[src/rtl/io_switch_capture.sv]
// io_switch_capture: board-input peripheral for the CPU read mux.
// Synchronises the data switches, sign switch and confirm button, debounces
// the button, and latches the switch value into slot A / slot B on alternate
// qualified presses. Each slot has a valid flag that a CPU read clears.
//
// Ports:
//   clock, reset        rising-edge clock, async active-high reset
//   sw_raw              raw data switches (async)
//   sw_sign_raw         raw sign switch (async), 1 = negative operand
//   btn_confirm_raw     raw confirm button (async), active-high
//   ioRead / ioRead2    CPU read strobes clearing valid_a / valid_b
//   io_rdata/io_rdata2  captured slot A / slot B values
//   negativeNumber      sign latched at the most recent capture
//   valid_a / valid_b   slot holds unread data
//   slot_sel            slot the next capture writes (0 = A, 1 = B)
module io_switch_capture #(
  parameter int unsigned DEBOUNCE_CYCLES = 200000,
  parameter int unsigned DATA_W          = 8
) (
  input  logic              clock,
  input  logic              reset,
  input  logic [DATA_W-1:0] sw_raw,
  input  logic              sw_sign_raw,
  input  logic              btn_confirm_raw,
  input  logic              ioRead,
  input  logic              ioRead2,
  output logic [DATA_W-1:0] io_rdata,
  output logic [DATA_W-1:0] io_rdata2,
  output logic              negativeNumber,
  output logic              valid_a,
  output logic              valid_b,
  output logic              slot_sel
);

  localparam int unsigned CNT_W = $clog2(DEBOUNCE_CYCLES + 1);
  localparam logic [CNT_W-1:0] CNT_LAST = CNT_W'(DEBOUNCE_CYCLES - 1);

  localparam logic [1:0] IDLE       = 2'd0;
  localparam logic [1:0] PRESS_WAIT = 2'd1;
  localparam logic [1:0] HELD       = 2'd2;
  localparam logic [1:0] REL_WAIT   = 2'd3;

  logic [DATA_W-1:0] sw_m, sw_s;
  logic              sign_m, sign_s;
  logic              btn_m, btn_s;

  logic [1:0]       state, state_nxt;
  logic [CNT_W-1:0] cnt, cnt_nxt;
  logic             capture_c;

  // Two-flop synchronisers for all asynchronous board inputs
  always_ff @(posedge clock or posedge reset) begin
    if (reset) begin
      sw_m   <= '0;
      sw_s   <= '0;
      sign_m <= 1'b0;
      sign_s <= 1'b0;
      btn_m  <= 1'b0;
      btn_s  <= 1'b0;
    end else begin
      sw_m   <= sw_raw;
      sw_s   <= sw_m;
      sign_m <= sw_sign_raw;
      sign_s <= sign_m;
      btn_m  <= btn_confirm_raw;
      btn_s  <= btn_m;
    end
  end

  // Debounce FSM state register
  always_ff @(posedge clock or posedge reset) begin
    if (reset) begin
      state <= IDLE;
      cnt   <= '0;
    end else begin
      state <= state_nxt;
      cnt   <= cnt_nxt;
    end
  end

  // Debounce next-state; capture_c fires on the last stable cycle of a press
  always_comb begin
    state_nxt = state;
    cnt_nxt   = cnt;
    capture_c = 1'b0;
    case (state)
      IDLE: begin
        if (btn_s) begin
          state_nxt = PRESS_WAIT;
          cnt_nxt   = '0;
        end
      end
      PRESS_WAIT: begin
        if (!btn_s) begin
          state_nxt = IDLE;
          cnt_nxt   = '0;
        end else if (cnt == CNT_LAST) begin
          state_nxt = HELD;
          cnt_nxt   = '0;
          capture_c = 1'b1;
        end else begin
          cnt_nxt = cnt + CNT_W'(1);
        end
      end
      HELD: begin
        if (!btn_s) begin
          state_nxt = REL_WAIT;
          cnt_nxt   = '0;
        end
      end
      REL_WAIT: begin
        // A bounce back high during release is still the same press
        if (btn_s) begin
          state_nxt = HELD;
          cnt_nxt   = '0;
        end else if (cnt == CNT_LAST) begin
          state_nxt = IDLE;
          cnt_nxt   = '0;
        end else begin
          cnt_nxt = cnt + CNT_W'(1);
        end
      end
      default: begin
        state_nxt = IDLE;
        cnt_nxt   = '0;
      end
    endcase
  end

  // Operand slots; a capture set overrides a same-cycle read clear
  always_ff @(posedge clock or posedge reset) begin
    if (reset) begin
      io_rdata       <= '0;
      io_rdata2      <= '0;
      negativeNumber <= 1'b0;
      valid_a        <= 1'b0;
      valid_b        <= 1'b0;
      slot_sel       <= 1'b0;
    end else begin
      if (ioRead)  valid_a <= 1'b0;
      if (ioRead2) valid_b <= 1'b0;
      if (capture_c) begin
        if (!slot_sel) begin
          io_rdata <= sw_s;
          valid_a  <= 1'b1;
        end else begin
          io_rdata2 <= sw_s;
          valid_b   <= 1'b1;
        end
        negativeNumber <= sign_s;
        slot_sel       <= ~slot_sel;
      end
    end
  end

endmodule
[config.mk]
export PLATFORM = sky130hd
export DESIGN_NAME = io_switch_capture
export DESIGN_NICKNAME = d
export VERILOG_FILES = /design/src/rtl/io_switch_capture.sv
export SDC_FILE = /design/constraint.sdc
export NUM_CORES = 1
export LEC_CHECK = 0
export CAP_MARGIN = 15
export CORE_MARGIN = 2
export CORE_UTILIZATION = 58
export CTS_CLUSTER_SIZE = 14
export DETAILED_ROUTE_END_ITERATION = 6
export GPL_ROUTABILITY_DRIVEN = 0
export PLACE_DENSITY = 0.84
export SKIP_LAST_GASP = 1
export SYNTH_ARGS = -nofsm -noshare
export SYNTH_HDL_FRONTEND = slang
export SYNTH_SLANG_ARGS = --single-unit
[constraint.sdc]
create_clock -name clock -period 5 [get_ports clock]
set_clock_uncertainty 0.15 [all_clocks]
set_input_delay 0.5 -clock clock [delete_from_list [all_inputs] [get_ports clock]]
set_output_delay 0.5 -clock clock [all_outputs]
set_load 0.02 [all_outputs]
Word level (Yosys, flattened, before mapping)
Cells that the tools add are included.

cells by class
  add/sub/neg operators = 1
  multiply operators = 0
  divide/modulo/power cells = 0
  order comparisons = 0
  eq/ne operators = 8
  shifts and indexed selects = 0
  multiplexer cells = 22
  bitwise operators = 1
  reductions and logical operators = 5

operators by type and width
  kind                                                             number
  18-bit two-way mux                                               5
  18-bit one-hot mux with 4 select lines                           1
  18-bit by 1-bit adder with 18-bit output, second input constant  1
  18-bit == test, second input constant                            1
  2-bit two-way mux                                                6
  1-bit two-way mux                                                9
  2-bit one-hot mux with 4 select lines                            1
  3-bit != test, second input constant                             2
  2-bit AND reduction                                              3
  2-bit == test, second input constant                             2
  2-bit != test, second input constant                             2
  4-bit AND reduction                                              1
  2-bit by 1-bit == test with 1-bit output, second input constant  1
  2-bit logical NOT                                                1
  1-bit NOT                                                        1

storage, ports and cells
  register bits = 60
  bits in latches = 0
  bits in writable memories = 0
  memory bits (read-only) = 0
  bits of input ports = 14
  memories kept = 0

Depth between registers and ports, before layout
  word-level depth = 5
  depth in mapped cells = 6

Worst setup path after synthesis
No wires, ideal clock.

  kind = register -> register
  start = register cnt[0]
  end = register io_rdata2[0]
  arrival time = 1887 ps
  required time = 4725 ps
  path slack = 2838 ps
  cell stages (with the launch flop) = 7
  path buffers = 1
  clock period less this slack = 2162 ps
  path through = dfrtp_1 -> ha_1 -> and3_2 -> nand4_4 -> or4_4 -> buf_6 -> mux2_4

on the way
  word-level cells in the longest chain between the ends = 5

RTL lines
  what                                  line  RTL
  from (decl)                           48    logic [CNT_W-1:0] cnt, cnt_nxt;
  from (signal assigned)                77    cnt <= cnt_nxt;
  18-bit == test                        97    end else if (cnt == CNT_LAST) begin
  1-bit two-way mux                     97
  1-bit two-way mux                     94    if (!btn_s) begin
  1-bit two-way mux                     86    case (state)
  2-bit AND reduction (no source line)  --
  to (signal assigned)                  147   io_rdata2 <= sw_s;
  to (decl)                             28    output logic [DATA_W-1:0] io_rdata2,

No other way between the ends.
A chain may end at the register's enable or synchronous reset.

Worst setup path in the final report
  start = register btn_s
  end = register cnt[17]

on the way
  word-level cells in the longest chain between the ends = 2

RTL lines
  what                                                                           line  RTL
  from (decl)                                                                    45    logic btn_m, btn_s;
  from (signal assigned)                                                         66    btn_s <= btn_m;
  18-bit two-way mux, or another cell as far along                               113   if (btn_s) begin
  18-bit one-hot mux with 4 select lines or 2-bit AND reduction (tied branches)  --

Parallel ways exist; a longest one is shown, timed or not.

==> results.txt <==
* Pin count of the biggest net entering global routing: 61
- For this run, the total global-route usage over all layers was measured as 0.2400.
- Start-to-end type of the worst setup path: flip-flop to flip-flop
- CTS placed an instance of sky130_fd_sc_hd__clkbuf_8 at the clock tree root.
- Post-route cell area: about 3000 µm²
* Startpoint of the lowest-slack hold path: sw_m[1]$_DFF_PP0_
- In the final layout, the multi-input gates occupy 879.6 µm².
- Total half-perimeter wirelength after legalization and detailed placement: 3.301 mm
- The number of max-slew violations in the final report was 0.
- Cell family with the largest share of critical-path delay: simple AND/OR/NAND/NOR gates
* Post-Synthesis Mean Instance Area: 13.15 µm²
- LEAKAGE: 1.371 nW
- Across the VDD grid, the largest voltage drop is ~0.00031 V.
- By area the synthesized netlist is led by sky130_fd_sc_hd__dfrtp_1 62%, sky130_fd_sc_hd__mux2_4 4.9%, sky130_fd_sc_hd__mux2_2 4.6%.
- Clock tree buffer depth: 2
* Placed instance area: between 2000 and 3000 µm²
* Antenna violations before repair: 0
- After layout, the minimum clock period comes to 2.348 ns.
* Sequential area share after synthesis: 0.6170
- The run finished with clean final reports.
- Measured against the total synthesized area, the mux share comes to 0.09563.
- At the end of the flow, the number of nets in the layout was 240.
- The worst setup path is launched from a flip-flop.
- Number of distinct standard cells referenced by the synthesized netlist: 40
- Most used flip-flop cell after synthesis: sky130_fd_sc_hd__dfrtp_1
* Gates resized, CTS repair: 0
* Top cell type's share of synthesized area: 0.6170
- Count of unresolved DRC violations after routing: 0
- Remaining antenna violation count after routing: 0
- From synthesis to final layout, the design area changed by 23.80%.
* Global-route congestion overflow total: 0
- Die Span X: 68.78 µm
- Share of flip-flops with an asynchronous set or reset: 1.000
- Synth Area in Adders: 0.005141
- The first global-routing pass estimated around 7.9 mm of wire.
- Path type of the worst min-delay path: flip-flop to flip-flop
* Relative max-transition margin: 0.4654
* Setup TNS: 0 ns
- In the layout the commonest cells are 60 x sky130_fd_sc_hd__dfrtp_1, 33 x sky130_fd_sc_hd__clkdlybuf4s50_1, 12 x sky130_fd_sc_hd__nand2_1, 11 x sky130_fd_sc_hd__o21ai_0.
- The clock reaches the later pin of the worst-skew pair after 0.34 ns.
- Power spread over the standard cell area amounts to around 350 nW/µm².
- Of the total power, combinational logic draws 0.081.
* Final setup violation count: 0
- Arrival time worst endpoint: 2.45 ns
* Endpoint, Worst Hold: sw_s[1]$_DFF_PP0_
* Post-synth EDFFs: 0
- Io pins: 34
* Hold_buf cts: 0
* Total length of routed wires: 4.920 mm
- Switching pwr: 274.2 µW
* Reg-to-reg setup timing slack: between 2 and 3 ns
* R2R Path End: cnt[17]$_DFFE_PP0P_
* RSZ-0062 raised after global routing: false
- Drt wl/cell: 17.57 µm
* Commonest non-fill, non-tap cell in the layout: sky130_fd_sc_hd__dfrtp_1
- After floorplanning, the core was divided into 23 placement rows.
- Portion of total power attributed to the clock network: 0.414
- The synthesized design spends more area on one cell type than any other, namely sky130_fd_sc_hd__dfrtp_1.
- Buf+Inv Stages, Crit Path: 0
- In the final layout, flip-flops and latches occupy 1501 µm².
* Number of cells traversed by the worst register-to-register path: 4
- The Yosys step of the flow raised 0 warnings.
* Slew at the pin closest to its max-slew limit: 0.7985 ns
- Worst path max stage delay: 0.60 ns
- Along the worst hold path, the cell count comes to 0.
- Fraction of the mapped netlist area in simple logic gates: 0.1404
- Via count of the first global-routing pass: 1,621
- In this run the standard cell core region covers 4029 µm².
* Share of the synthesized area in compound gates (AO/OA/AOI/OAI): 0.1023
* XOR/XNOR Fraction of Synth Area: 0.01799
- The die covers 4730 µm².
- After clock tree synthesis, the clock-pin slew on the worst setup and hold paths is 0.07 ns.
* Largest family of logic cells by synthesized area: simple AND/OR/NAND/NOR gates
- Internal Power: slightly below 800 µW
* Period utilization: 0.4695
- Maximum operating frequency: ~0.43 GHz
- The first detailed-routing pass ran for 4 iterations.
- Of the total power, the share spent switching nets is 0.2614.
- The H-tree generated during clock tree synthesis spans 3 levels.
- Proportion of power drawn by flip-flops and latches: 0.505
- Number of setup buffers added after CTS: 0
- After synthesis the netlist holds a flip-flop and latch count of 60.
* Drt first-iter violations: 143
- For this design, the sink count on the clock tree is 60.
- Worst setup EP type: flip-flop
- Initial cell density of the core: 0.6040
- Post-Synthesis Net Count: 200
- Data on the critical path is required at its endpoint by 5.10 ns.
- Antenna cell count: 0
* Clock tree from TritonCTS: done
* Number of hold violations in the final report: 0
- Die Y: 68.78 µm
* Filler instances: 277
- Ratio of cells with drive above 1 in the final layout: 0.1826
- Total of buffers placed on input and output ports: 33
- The mapped netlist covers between 2000 and 2500 µm².
- Cell chain of the critical path: xor2_1 > o211ai_1 > or4_1 > a22oi_1
- The startpoint identified for the worst register-to-register timing path is btn_s$_DFF_PP0_.
- Cell count after synthesis: 185
- Max cap viols: 0
- Across all layers, the routed design uses about 1,600 vias.
* Crit Path Max Fanout: 11
- Number of buffers added by the clock tree synthesis step: 9
- Number of vias per cell: 5.850
- Slowest cell on crit path: sky130_fd_sc_hd__or4_1
[cells in the mapped netlist (2+ instances only)]
master / count
sky130_fd_sc_hd__o2111ai_1: 2
sky130_fd_sc_hd__clkbuf_1: 4
sky130_fd_sc_hd__o211ai_1: 4
sky130_fd_sc_hd__a22oi_1: 7
sky130_fd_sc_hd__nand3_1: 6
sky130_fd_sc_hd__a21oi_1: 4
sky130_fd_sc_hd__o21ai_0: 11
sky130_fd_sc_hd__nand4_1: 2
sky130_fd_sc_hd__inv_1: 6
sky130_fd_sc_hd__a21o_1: 2
sky130_fd_sc_hd__or3_1: 8
sky130_fd_sc_hd__o31ai_1: 2
sky130_fd_sc_hd__mux2_2: 10
sky130_fd_sc_hd__nand2_1: 12
sky130_fd_sc_hd__nor2_1: 3
sky130_fd_sc_hd__or4_1: 2
sky130_fd_sc_hd__and4bb_1: 2
sky130_fd_sc_hd__and3_1: 5
sky130_fd_sc_hd__dfrtp_1: 60
sky130_fd_sc_hd__mux2_4: 8
sky130_fd_sc_hd__nor3_1: 3
sky130_fd_sc_hd__xor2_1: 4
[power by group through the flow]
stage / registers, mW / logic [mW] / clock network (mW)
final: 0.530 / 0.0847 / 0.434
after global routing: 0.533 / 0.0969 / 0.469
after CTS: 0.530 / 0.0811 / 0.438
after detailed placement: 0.539 / 0.0802 / 0
after global placement: 0.535 / 0.0731 / 0
after floorplan: 0.524 / 0.0625 / 0
[sequential cells by signal (all words and copies together) (netlist names), named ones only]
signal / count
sign_m: 1
sw_s: 8
sw_m: 8
btn_s: 1
valid_b: 1
cnt: 18
sign_s: 1
io_rdata2: 8
btn_m: 1
negativeNumber: 1
io_rdata: 8
valid_a: 1
state: 1
slot_sel: 1
[per-layer routing]
metal | global-route usage | vias up | wire length (µm)
li1 | - | 762 | -
met1 | 0.2930 | 820 | 2087
met2 | 0.3882 | 52 | 2556
met3 | 0.09253 | 4 | 241
met4 | 0.08824 | 0 | 35
met5 | 0 | - | 0
[final cells by class]
class,count,area share
sequential,60,0.4983
tap,50,0.02076
timing repair buffer,35,0.1146
clock inverter,6,0.02118
multi-input combinational,113,0.2919
inverter,6,0.007475
clock buffer,10,0.04568
[cell families after synthesis]
group | after synthesis
AO/OA/AOI/OAI | 37
buffers and inverters | 12
XOR/XNOR | 5
flip-flops | 60
multiplexers | 18
AND/OR/NAND/NOR | 52
adder cells (fa/ha/maj) | 1
[worst reg2reg max path: stages, from the launching register on]
cell	delay [ns]
sky130_fd_sc_hd__dfrtp_1	0.41
sky130_fd_sc_hd__xor2_1	0.52
sky130_fd_sc_hd__o211ai_1	0.43
sky130_fd_sc_hd__or4_1	0.60
sky130_fd_sc_hd__a22oi_1	0.16
[worst max path at each step]
stage	start	depth (start not counted)	end
global route	btn_s$_DFF_PP0_	4	cnt[17]$_DFFE_PP0P_
detailed placement	cnt[0]$_DFFE_PP0P_	5	cnt[14]$_DFFE_PP0P_
global placement	cnt[0]$_DFFE_PP0P_	5	cnt[14]$_DFFE_PP0P_
floorplan	cnt[0]$_DFFE_PP0P_	6	io_rdata2[0]$_DFFE_PP0P_
finish	btn_s$_DFF_PP0_	4	cnt[17]$_DFFE_PP0P_
CTS	cnt[0]$_DFFE_PP0P_	5	cnt[14]$_DFFE_PP0P_
[through the flow]
step / worst slack (ns) / utilization / power [mW] / hold WS, ns / cells
2_1_floorplan: 2.838 / - / 0.5867 / 0.1812 / 185
3_3_place_gp: 2.549 / 0.6960 / 0.6080 / 0.1820 / 263
3_5_place_dp: 2.390 / 0.6960 / 0.6187 / 0.1858 / 263
4_1_cts: 2.378 / 0.7460 / 1.048 / 0.2009 / 279
5_1_grt: 2.456 / 0.7478 / 1.099 / 0.2113 / 280
6_report: 2.652 / 0.7478 / 1.049 / 0.1974 / 280
Power figures use the tool's default switching activity.
